==> src/rtl/disp_pkg.sv <==
// Shared types and constants for the display scheduler.
package disp_pkg;

    typedef enum logic [1:0] {
        StIdle,
        StArb,
        StShow,
        StExc
    } state_e;

    localparam logic [7:0]  EXC_PREFIX = 8'hEE;
    localparam int unsigned SHOW_W     = 16;

endpackage

==> src/rtl/rr_arbiter.sv <==
// Combinational round-robin pick: first requester after rr_ptr_i, wrapping modulo NUM_SRC.
module rr_arbiter #(
    parameter int unsigned NUM_SRC = 4
) (
    input  logic [NUM_SRC-1:0] req_i,
    input  logic [2:0]         rr_ptr_i,
    output logic [NUM_SRC-1:0] win_o,
    output logic               found_o
);

    always_comb begin
        win_o   = '0;
        found_o = 1'b0;
        // Two passes: sources above the pointer first, then wrap to the ones at or below it.
        for (int i = 0; i < NUM_SRC; i++) begin
            if (!found_o && req_i[i] && (i > int'(rr_ptr_i))) begin
                win_o[i] = 1'b1;
                found_o  = 1'b1;
            end
        end
        for (int i = 0; i < NUM_SRC; i++) begin
            if (!found_o && req_i[i] && (i <= int'(rr_ptr_i))) begin
                win_o[i] = 1'b1;
                found_o  = 1'b1;
            end
        end
    end

endmodule

==> src/rtl/disp_sched.sv <==
// Round-robin time-multiplexer for the 4-digit hex display, with exception preemption.
// Optional DISP_SCHED_LIVE_EN: show tracks the granted source every cycle instead of a snapshot.
module disp_sched
    import disp_pkg::*;
#(
    parameter int unsigned NUM_SRC      = 4,
    parameter int unsigned DWELL_CYCLES = 100_000_000,
    parameter int unsigned CNT_W        = 27
) (
    input  logic                      sysclk,
    input  logic                      reset,
    input  logic [NUM_SRC-1:0]        req,
    input  logic [SHOW_W*NUM_SRC-1:0] src_data,
    input  logic                      exc_req,
    input  logic [7:0]                exc_code,
    output logic [SHOW_W-1:0]         show,
    output logic                      valid,
    output logic [NUM_SRC-1:0]        grant,
    output logic [2:0]                src_id,
    output logic                      done
);

    localparam logic [CNT_W-1:0] CntLast = CNT_W'(DWELL_CYCLES - 1);
    localparam logic [CNT_W-1:0] CntPen  = CNT_W'(DWELL_CYCLES - 2);
    localparam logic [2:0]       PtrInit = 3'(NUM_SRC - 1);

    state_e              state_q, state_d;
    logic [SHOW_W-1:0]   show_q, show_d;
    logic                valid_q, valid_d;
    logic [NUM_SRC-1:0]  grant_q, grant_d;
    logic [2:0]          src_id_q, src_id_d;
    logic                done_q, done_d;
    logic [CNT_W-1:0]    cnt_q, cnt_d;
    logic [2:0]          rr_ptr_q, rr_ptr_d;

    logic [NUM_SRC-1:0]  win;
    logic                found;
    logic [2:0]          win_id;
    logic [SHOW_W-1:0]   win_data;

    rr_arbiter #(
        .NUM_SRC (NUM_SRC)
    ) u_rr_arbiter (
        .req_i    (req),
        .rr_ptr_i (rr_ptr_q),
        .win_o    (win),
        .found_o  (found)
    );

    always_comb begin
        win_id   = '0;
        win_data = '0;
        for (int i = 0; i < NUM_SRC; i++) begin
            if (win[i]) begin
                win_id   = 3'(i);
                win_data = src_data[SHOW_W*i +: SHOW_W];
            end
        end
    end

`ifdef DISP_SCHED_LIVE_EN
    logic [SHOW_W-1:0] cur_data;

    always_comb begin
        cur_data = '0;
        for (int i = 0; i < NUM_SRC; i++) begin
            if (src_id_q == 3'(i)) begin
                cur_data = src_data[SHOW_W*i +: SHOW_W];
            end
        end
    end
`endif

    always_comb begin
        state_d  = state_q;
        show_d   = show_q;
        valid_d  = valid_q;
        grant_d  = grant_q;
        src_id_d = src_id_q;
        done_d   = 1'b0;
        cnt_d    = cnt_q;
        rr_ptr_d = rr_ptr_q;

        // Exception wins from every state; an interrupted dwell is dropped without done.
        if (exc_req) begin
            state_d  = StExc;
            show_d   = {EXC_PREFIX, exc_code};
            valid_d  = 1'b1;
            grant_d  = '0;
            src_id_d = '0;
            cnt_d    = '0;
        end else begin
            unique case (state_q)
                StIdle: begin
                    valid_d = 1'b0;
                    if (|req) state_d = StArb;
                end
                StArb: begin
                    if (found) begin
                        state_d  = StShow;
                        show_d   = win_data;
                        valid_d  = 1'b1;
                        grant_d  = win;
                        src_id_d = win_id;
                        rr_ptr_d = win_id;
                        cnt_d    = '0;
                    end else begin
                        state_d = StIdle;
                        valid_d = 1'b0;
                    end
                end
                StShow: begin
`ifdef DISP_SCHED_LIVE_EN
                    show_d = cur_data;
`endif
                    if (cnt_q == CntLast) begin
                        grant_d  = '0;
                        src_id_d = '0;
                        cnt_d    = '0;
                        state_d  = (|req) ? StArb : StIdle;
                        valid_d  = |req;
                    end else begin
                        cnt_d  = cnt_q + CNT_W'(1);
                        // Registered pulse lands on the final granted cycle.
                        done_d = (cnt_q == CntPen);
                    end
                end
                StExc: begin
                    state_d = (|req) ? StArb : StIdle;
                    valid_d = |req;
                end
                default: state_d = StIdle;
            endcase
        end
    end

    always_ff @(posedge sysclk) begin
        if (reset) begin
            state_q  <= StIdle;
            show_q   <= '0;
            valid_q  <= 1'b0;
            grant_q  <= '0;
            src_id_q <= '0;
            done_q   <= 1'b0;
            cnt_q    <= '0;
            rr_ptr_q <= PtrInit;
        end else begin
            state_q  <= state_d;
            show_q   <= show_d;
            valid_q  <= valid_d;
            grant_q  <= grant_d;
            src_id_q <= src_id_d;
            done_q   <= done_d;
            cnt_q    <= cnt_d;
            rr_ptr_q <= rr_ptr_d;
        end
    end

    assign show   = show_q;
    assign valid  = valid_q;
    assign grant  = grant_q;
    assign src_id = src_id_q;
    assign done   = done_q;

endmodule

==> config.mk <==
export PLATFORM = sky130hd
export DESIGN_NAME = disp_sched
export DESIGN_NICKNAME = d
export VERILOG_FILES = /design/src/rtl/disp_pkg.sv /design/src/rtl/rr_arbiter.sv /design/src/rtl/disp_sched.sv
export SDC_FILE = /design/constraint.sdc
export NUM_CORES = 1
export LEC_CHECK = 0
export ABC_AREA = 1
export CAP_MARGIN = 20
export CORE_ASPECT_RATIO = 0.9
export CORE_MARGIN = 2
export CORE_UTILIZATION = 55
export CTS_BUF_LIST = sky130_fd_sc_hd__clkbuf_4 sky130_fd_sc_hd__clkbuf_8 sky130_fd_sc_hd__clkbuf_16
export DETAILED_ROUTE_END_ITERATION = 6
export DONT_BUFFER_PORTS = 1
export PLACE_DENSITY = 0.8
export SYNTH_ARGS = -nofsm -noshare
export SYNTH_HDL_FRONTEND = slang
export SYNTH_HIERARCHICAL = 1
export SYNTH_SLANG_ARGS = --single-unit
==> constraint.sdc <==
create_clock -name sysclk -period 4.27 [get_ports sysclk]
set_input_delay 0.854 -clock sysclk [delete_from_list [all_inputs] [get_ports sysclk]]
set_output_delay 0.854 -clock sysclk [all_outputs]
set_load 0.05 [all_outputs]
======== After elaboration in Yosys (flattened, before gate mapping) ========
Index checks and enable logic that the tools add are counted.
word-level totals
  register bits ........................... 57
  input bits .............................. 79
  output and inout port bits .............. 25
  word-level logic and storage cells ...... 100
cells by class
  add/subtract/negate cells ............... 1
  magnitude comparators ................... 6
  eq/ne operators ......................... 9
  multiplexer cells ....................... 42
  bitwise gates (word level) .............. 2
  reductions and logical operators ........ 31
operators with widths
  cell                                                                              count
  16-bit two-way mux                                                                7
  27-bit equality test (second input constant)                                      2
  27-bit two-way mux                                                                2
  27-bit case mux with 2 select lines                                               1
  27-bit by 1-bit adder with 27-bit output (second input constant)                  1
  1-bit two-way mux                                                                 18
  1-bit logical AND                                                                 12
  3-bit two-way mux                                                                 4
  2-bit two-way mux                                                                 4
  4-bit two-way mux                                                                 2
  2-bit case mux with 4 select lines                                                1
  4-bit case mux with 2 select lines                                                1
  2-bit AND reduction                                                               4
  4-bit OR reduction                                                                2
  2-bit by 3-bit > comparator with 1-bit output (first input constant)              2
  2-bit by 3-bit less-or-equal comparator with 1-bit output (first input constant)  2
  1-bit zero test                                                                   6
  3-bit != test (second input constant)                                             2
  3-bit case mux with 2 select lines                                                1
  3-bit AND reduction                                                               2
  2-bit nonzero test                                                                3
  2-bit equality test (second input constant)                                       2
  2-bit != test (second input constant)                                             2
  1-bit case mux with 4 select lines                                                1
  other kinds (6)                                                                   7

======== Depth between registers and ports, before layout ========
  word-level depth ........................ 30
  gate-level depth with buffers ........... 15
  mapped depth without buffers ............ 14

======== Hierarchy ========
Netlist, hierarchy kept.
by module, submodules not included
  module      instances  cells each  area each (um2)  seq. area each (um2)
  disp_sched  1          525         3405.8           1101.1
  rr_arbiter  1          23          126.4            0.0

======== Worst setup path before layout ========
OpenSTA, ideal clock, no wires.
  kind .................................... input to register
  start point ............................. input req[2]
  end point ............................... register show_q[12], in the netlist show[12]
  setup time .............................. 0.117 ns
  arrival time ............................ 2.159 ns
  data required time ...................... 4.153 ns
  slack ................................... 1.994 ns
  stages on the path ...................... 14
  path buffers ............................ 2
  path through ............................ nand2_1 -> nand3_2 -> nor2_4 -> nand4_1 -> nand2_1 -> clkbuf_2 -> inv_2 -> nand2_1 -> buf_2 -> inv_1 -> nand2_1 -> nand4_1 -> o211ai_1 -> inv_1
between the ends
  cells in the longest elaborated chain, start to end .. 23
  elaborated cells between the ends (all ways) .. 33
  those cells by class .................... mux (16); reduce/logical (17)
ends and longest elaborated chain
  what                             line               RTL
  start, declared                  disp_sched.sv:12   input logic [NUM_SRC-1:0] req,
  1-bit logical AND (2 in series)  rr_arbiter.sv:16   if (!found_o && req_i[i] && (i > int'(rr_ptr_i))) begin
  1-bit two-way mux                rr_arbiter.sv:16
  1-bit zero test                  rr_arbiter.sv:16
  1-bit logical AND (2 in series)  rr_arbiter.sv:16
  1-bit two-way mux                rr_arbiter.sv:16
  1-bit zero test                  rr_arbiter.sv:22   if (!found_o && req_i[i] && (i <= int'(rr_ptr_i))) begin
  1-bit logical AND                rr_arbiter.sv:22
  1-bit two-way mux                rr_arbiter.sv:22
  [4 not listed]                   --
  1-bit zero test                  rr_arbiter.sv:22
  1-bit logical AND (2 in series)  rr_arbiter.sv:22
  1-bit two-way mux                rr_arbiter.sv:22
  1-bit zero test                  rr_arbiter.sv:22
  1-bit logical AND (2 in series)  rr_arbiter.sv:22
  1-bit two-way mux (*)            rr_arbiter.sv:22
  via win[3]                       disp_sched.sv:36   logic [NUM_SRC-1:0] win;
  16-bit two-way mux (*)           disp_sched.sv:54   if (win[i]) begin
  end signal, assigned             disp_sched.sv:149  show_q <= show_d;
  end, declared                    disp_sched.sv:28   logic [SHOW_W-1:0] show_q, show_d;
The timed path passes the listed nets; every way through them passes the cells marked *.
A chain may end at the register's enable or synchronous reset.

======== Worst setup path after layout ========
  start point ............................. register rr_ptr_q[1]
  end point ............................... register show_q[9], in the netlist show[9]
between the ends
  elaborated cells between the ends (all ways) .. 46
  those cells by class .................... order compare (6); mux (20); reduce/logical (20)
RTL lines
  what                                           line               RTL
  start, declared                                disp_sched.sv:34   logic [2:0] rr_ptr_q, rr_ptr_d;
  start signal, assigned                         disp_sched.sv:146  rr_ptr_q <= PtrInit;
  start signal, assigned                         disp_sched.sv:155  rr_ptr_q <= rr_ptr_d;
  1-bit by 3-bit > comparator with 1-bit output  rr_arbiter.sv:16
  1-bit logical AND                              rr_arbiter.sv:16
  1-bit two-way mux                              rr_arbiter.sv:16
  1-bit zero test                                rr_arbiter.sv:16
  1-bit logical AND (2 in series)                rr_arbiter.sv:16
  1-bit two-way mux                              rr_arbiter.sv:16
  1-bit zero test                                rr_arbiter.sv:16
  1-bit logical AND (2 in series)                rr_arbiter.sv:16
  [4 not listed]                                 --
  1-bit zero test                                rr_arbiter.sv:22
  1-bit logical AND (2 in series)                rr_arbiter.sv:22
  1-bit two-way mux (*)                          rr_arbiter.sv:22
  via win[1]                                     disp_sched.sv:36
  16-bit two-way mux (*) (3 in series)           disp_sched.sv:54
  16-bit two-way mux (*)                         disp_sched.sv:99   if (found) begin
  16-bit two-way mux (*)                         disp_sched.sv:93   unique case (state_q)
  16-bit two-way mux (*)                         disp_sched.sv:85   if (exc_req) begin
The timed path passes the listed nets; every way through them passes the cells marked *. The select of a mux whose other input is x is not followed.

==> results.ini <==
[worst_setup_path]
r2r-start = rr_ptr_q[1]$_SDFFE_PP1P_
end_kind = flop
worstSetupPathType = reg -> reg
required_ns = 4.51
cp_common_cell = nand2_1
crit_end = show[9]$_SDFFE_PP0P_
cp-start-kind = flop
r2r_slack_ns = 1.72
slowest_delay_ns = 0.72
slowest_stage = nor2_2
cp-startpoint = rr_ptr_q[1]$_SDFFE_PP1P_
cp_cell_sequence = nor2_2 > nand3_2 > nand3_2 > nor2_4 > nand2_1 > nand2_1 > nor2_2 > a22oi_1 > nand2_1 > o221ai_1 > a21oi_1
path_max_fanout = 17
crit_arrival_ns = 2.80
rr_worst_depth = 11
r2r-end = show[9]$_SDFFE_PP0P_

[floorplan]
fp.dieH_um = 80.03
die_area_um2 = 7080
fp-row-count = 27
initial_core_util = 0.5745
coreArea_um2 = 6148
die_width_um = 88.47
io_pins = 104

[finish]
fillers = 626
layout-drive-gt1-share = 0.1017
fin_nets = 621
synthToLayoutAreaGrowth_pct = 3.436
insertedDiodeCount = 0
layout_commonest_cell = nand2_1
final_util = 0.5942
final_cell_mix = nand2_1 (155), nor2_1 (66), dfxtp_1 (55)
multi_input_area_um2 = 2155
seq_area_um2 = 1101

[synth]
ys_async_sr_fraction = 0
synth_cells = 548
syn_area_um2 = 3532
yosysUniqueCellTypes = 39
synth_seq_cells = 55
yosysSeqAreaShare = 0.3117
synth-edff-count = 0
synth_warnings = 6
synth_ff_type = dfxtp_1
avgSynthCellArea_um2 = 6.446

[routing]
viasPerCell = 5.938
via_count = 3729
maxUsedRoutingLayer = met4
routed_wl_um = 9785
dr_wl_met2_um = 4623
drc = 0
drt_iter0_markers = 306
wl_met3_um = 869
wl_met1_um = 4200
antenna_left = 0
drt_pass1_iterations = 5
wl_per_cell_um = 15.58

[timing]
fmax_ghz = 0.3916
slew_viol_final = 0
setup_viol = 0
worst-slew-pin-transition_ns = 0.7475
tns_ns = 0
final_hold_viol_count = 0
min_period_ns = 2.554
skew_ns = 0.01095
layout_worst_path_cycle_share = 0.5980
rsz0062_at_grt = no
slew_headroom = 0.5011

[cts]
cts.sinks = 55
ctsLongestPathBuffers = 2
ctsHoldBuffers = 0
clkLatencyLatePin_ns = 0.32
post_cts_resized = 0
clk_pin_slew_ns = 0.11
cts_root_buf = clkbuf_8
h-tree-depth = 2
cts_buffers = 5
cts_tree = built
post_cts_buffers = 0

[global_routing]
grt_pass1_wl_um = 15530
grtUsageTotal = 0.2742
grt_pass1_vias = 3361
antenna_found_initial = 0
grt_max_degree = 22
grt_overflow_total = 0

[placement]
dp_hpwl_um = 7483
globalplace.congestion = 0.9959
port_buffers = 0

[hold_path]
hold_path_class = reg -> reg

[power]
p_leak_nw = 1.384
p_per_area_nw_per_um2 = 289.9
peakVddDrop_uv = 190.0

[run]
cap_violations = 0

[outcome]
outcome = complete, no violations

[layout make-up]
type                            count  share of cell area
Multi-Input combinational cell    427              0.5897
Sequential cell                    55              0.3014
Inverter                           50             0.05137
Tap cell                           87             0.02979
Clock buffer                        5             0.01884
Clock inverter                      3            0.006849
Timing Repair Buffer                1            0.002055
[report_power, final]
part           internal (W)  total [W]  switching, W
combinational     0.0000486   0.000167      0.000118
clock              0.000118   0.000299      0.000181
sequential         0.000530   0.000594     0.0000635
total              0.000697    0.00106      0.000362
[cell usage after synthesis, types with 2 or more instances]
cell / number / area [um^2]
nand2_2: 7 / 43.79
ha_1: 2 / 25.02
a31oi_1: 7 / 43.79
o21ai_2: 3 / 26.28
nor3_1: 6 / 30.03
inv_2: 4 / 15.01
o21bai_1: 3 / 22.52
nor2_4: 7 / 78.83
buf_2: 10 / 50.05
o21ai_0: 16 / 80.08
o211ai_1: 4 / 30.03
clkbuf_1: 4 / 15.01
xor2_1: 3 / 26.28
nor2_2: 5 / 31.28
a21oi_1: 33 / 165.2
a22oi_1: 8 / 60.06
nand3_2: 10 / 100.1
o22ai_1: 8 / 50.05
nand3_1: 44 / 220.2
nand2_1: 155 / 581.8
buf_4: 2 / 15.01
and2_1: 2 / 12.51
nand3b_1: 4 / 30.03
nand2_4: 4 / 45.04
or2_2: 4 / 25.02
nor2_1: 66 / 247.7
nand4_1: 15 / 93.84
dfxtp_1: 55 / 1101
inv_1: 45 / 168.9
o221ai_1: 3 / 26.28
[sequential cells by signal, summed over array words and instances, names as in the netlist]
signal,cells
cnt_q,27
done,1
grant,4
rr_ptr_q,2
show,16
src_id,2
state_q,2
valid,1
[worst min path at each step]
stage | startpoint | endpoint | slack, ns | cells past startpoint
6_report | rr_ptr_q[0]$_SDFFE_PP1P_ | rr_ptr_q[0]$_SDFFE_PP1P_ | 0.52 | 2
5_1_grt | cnt_q[25]$_SDFFE_PP0P_ | cnt_q[25]$_SDFFE_PP0P_ | 0.55 | 2
4_1_cts | rr_ptr_q[0]$_SDFFE_PP1P_ | rr_ptr_q[0]$_SDFFE_PP1P_ | 0.52 | 2
3_5_place_dp | cnt_q[26]$_SDFFE_PP0P_ | cnt_q[26]$_SDFFE_PP0P_ | 0.50 | 2
3_3_place_gp | rr_ptr_q[0]$_SDFFE_PP1P_ | rr_ptr_q[0]$_SDFFE_PP1P_ | 0.47 | 2
2_1_floorplan | rr_ptr_q[0]$_SDFFE_PP1P_ | rr_ptr_q[0]$_SDFFE_PP1P_ | 0.45 | 2
[critical path, delay by kind of cell, from the launching register on]
kind,cells,cell delay (ns)
compound gates,3,0.41
flops,1,0.35
simple gates,8,1.72
[per-layer routing]
| metal | vias up | track usage |
|---|---|---|
| met2 | 199 | 0.4586 |
| met5 | - | 0 |
| met4 | 0 | 0.07273 |
| met1 | 1728 | 0.3579 |
| met3 | 9 | 0.05481 |
| li1 | 1793 | - |
[through the flow]
step / setup slack [ns] / area (um^2) / power (W) / hold slack (ns) / instances
final: 1.716 / 3654 / 0.001059 / 0.5163 / 628
after global routing: 1.524 / 3654 / 0.001102 / 0.5470 / 628
after CTS: 1.808 / 3654 / 0.001064 / 0.5163 / 628
after detailed placement: 1.513 / 3560 / 0.0007674 / 0.4981 / 620
after global placement: 1.646 / 3560 / 0.0007621 / 0.4734 / 620
after floorplan: 1.994 / 3540 / 0.0007410 / 0.4510 / 550
[cell families (layout without fill, tap and decap cells)]
group                      after synthesis  count (layout)  share of synthesized area
and+or+nand+nor                        332             332                     0.4456
adders and majority gates                2               2                   0.007084
buffers and inverters                   68              59                    0.08040
DFF                                     55              55                     0.3117
other                                    1               3                   0.001062
AOI/OAI and AO/OA                       87              87                     0.1467
xor gates and xnor gates                 3               3                   0.007440
Note: power is estimated with default switching activity, not from simulation.
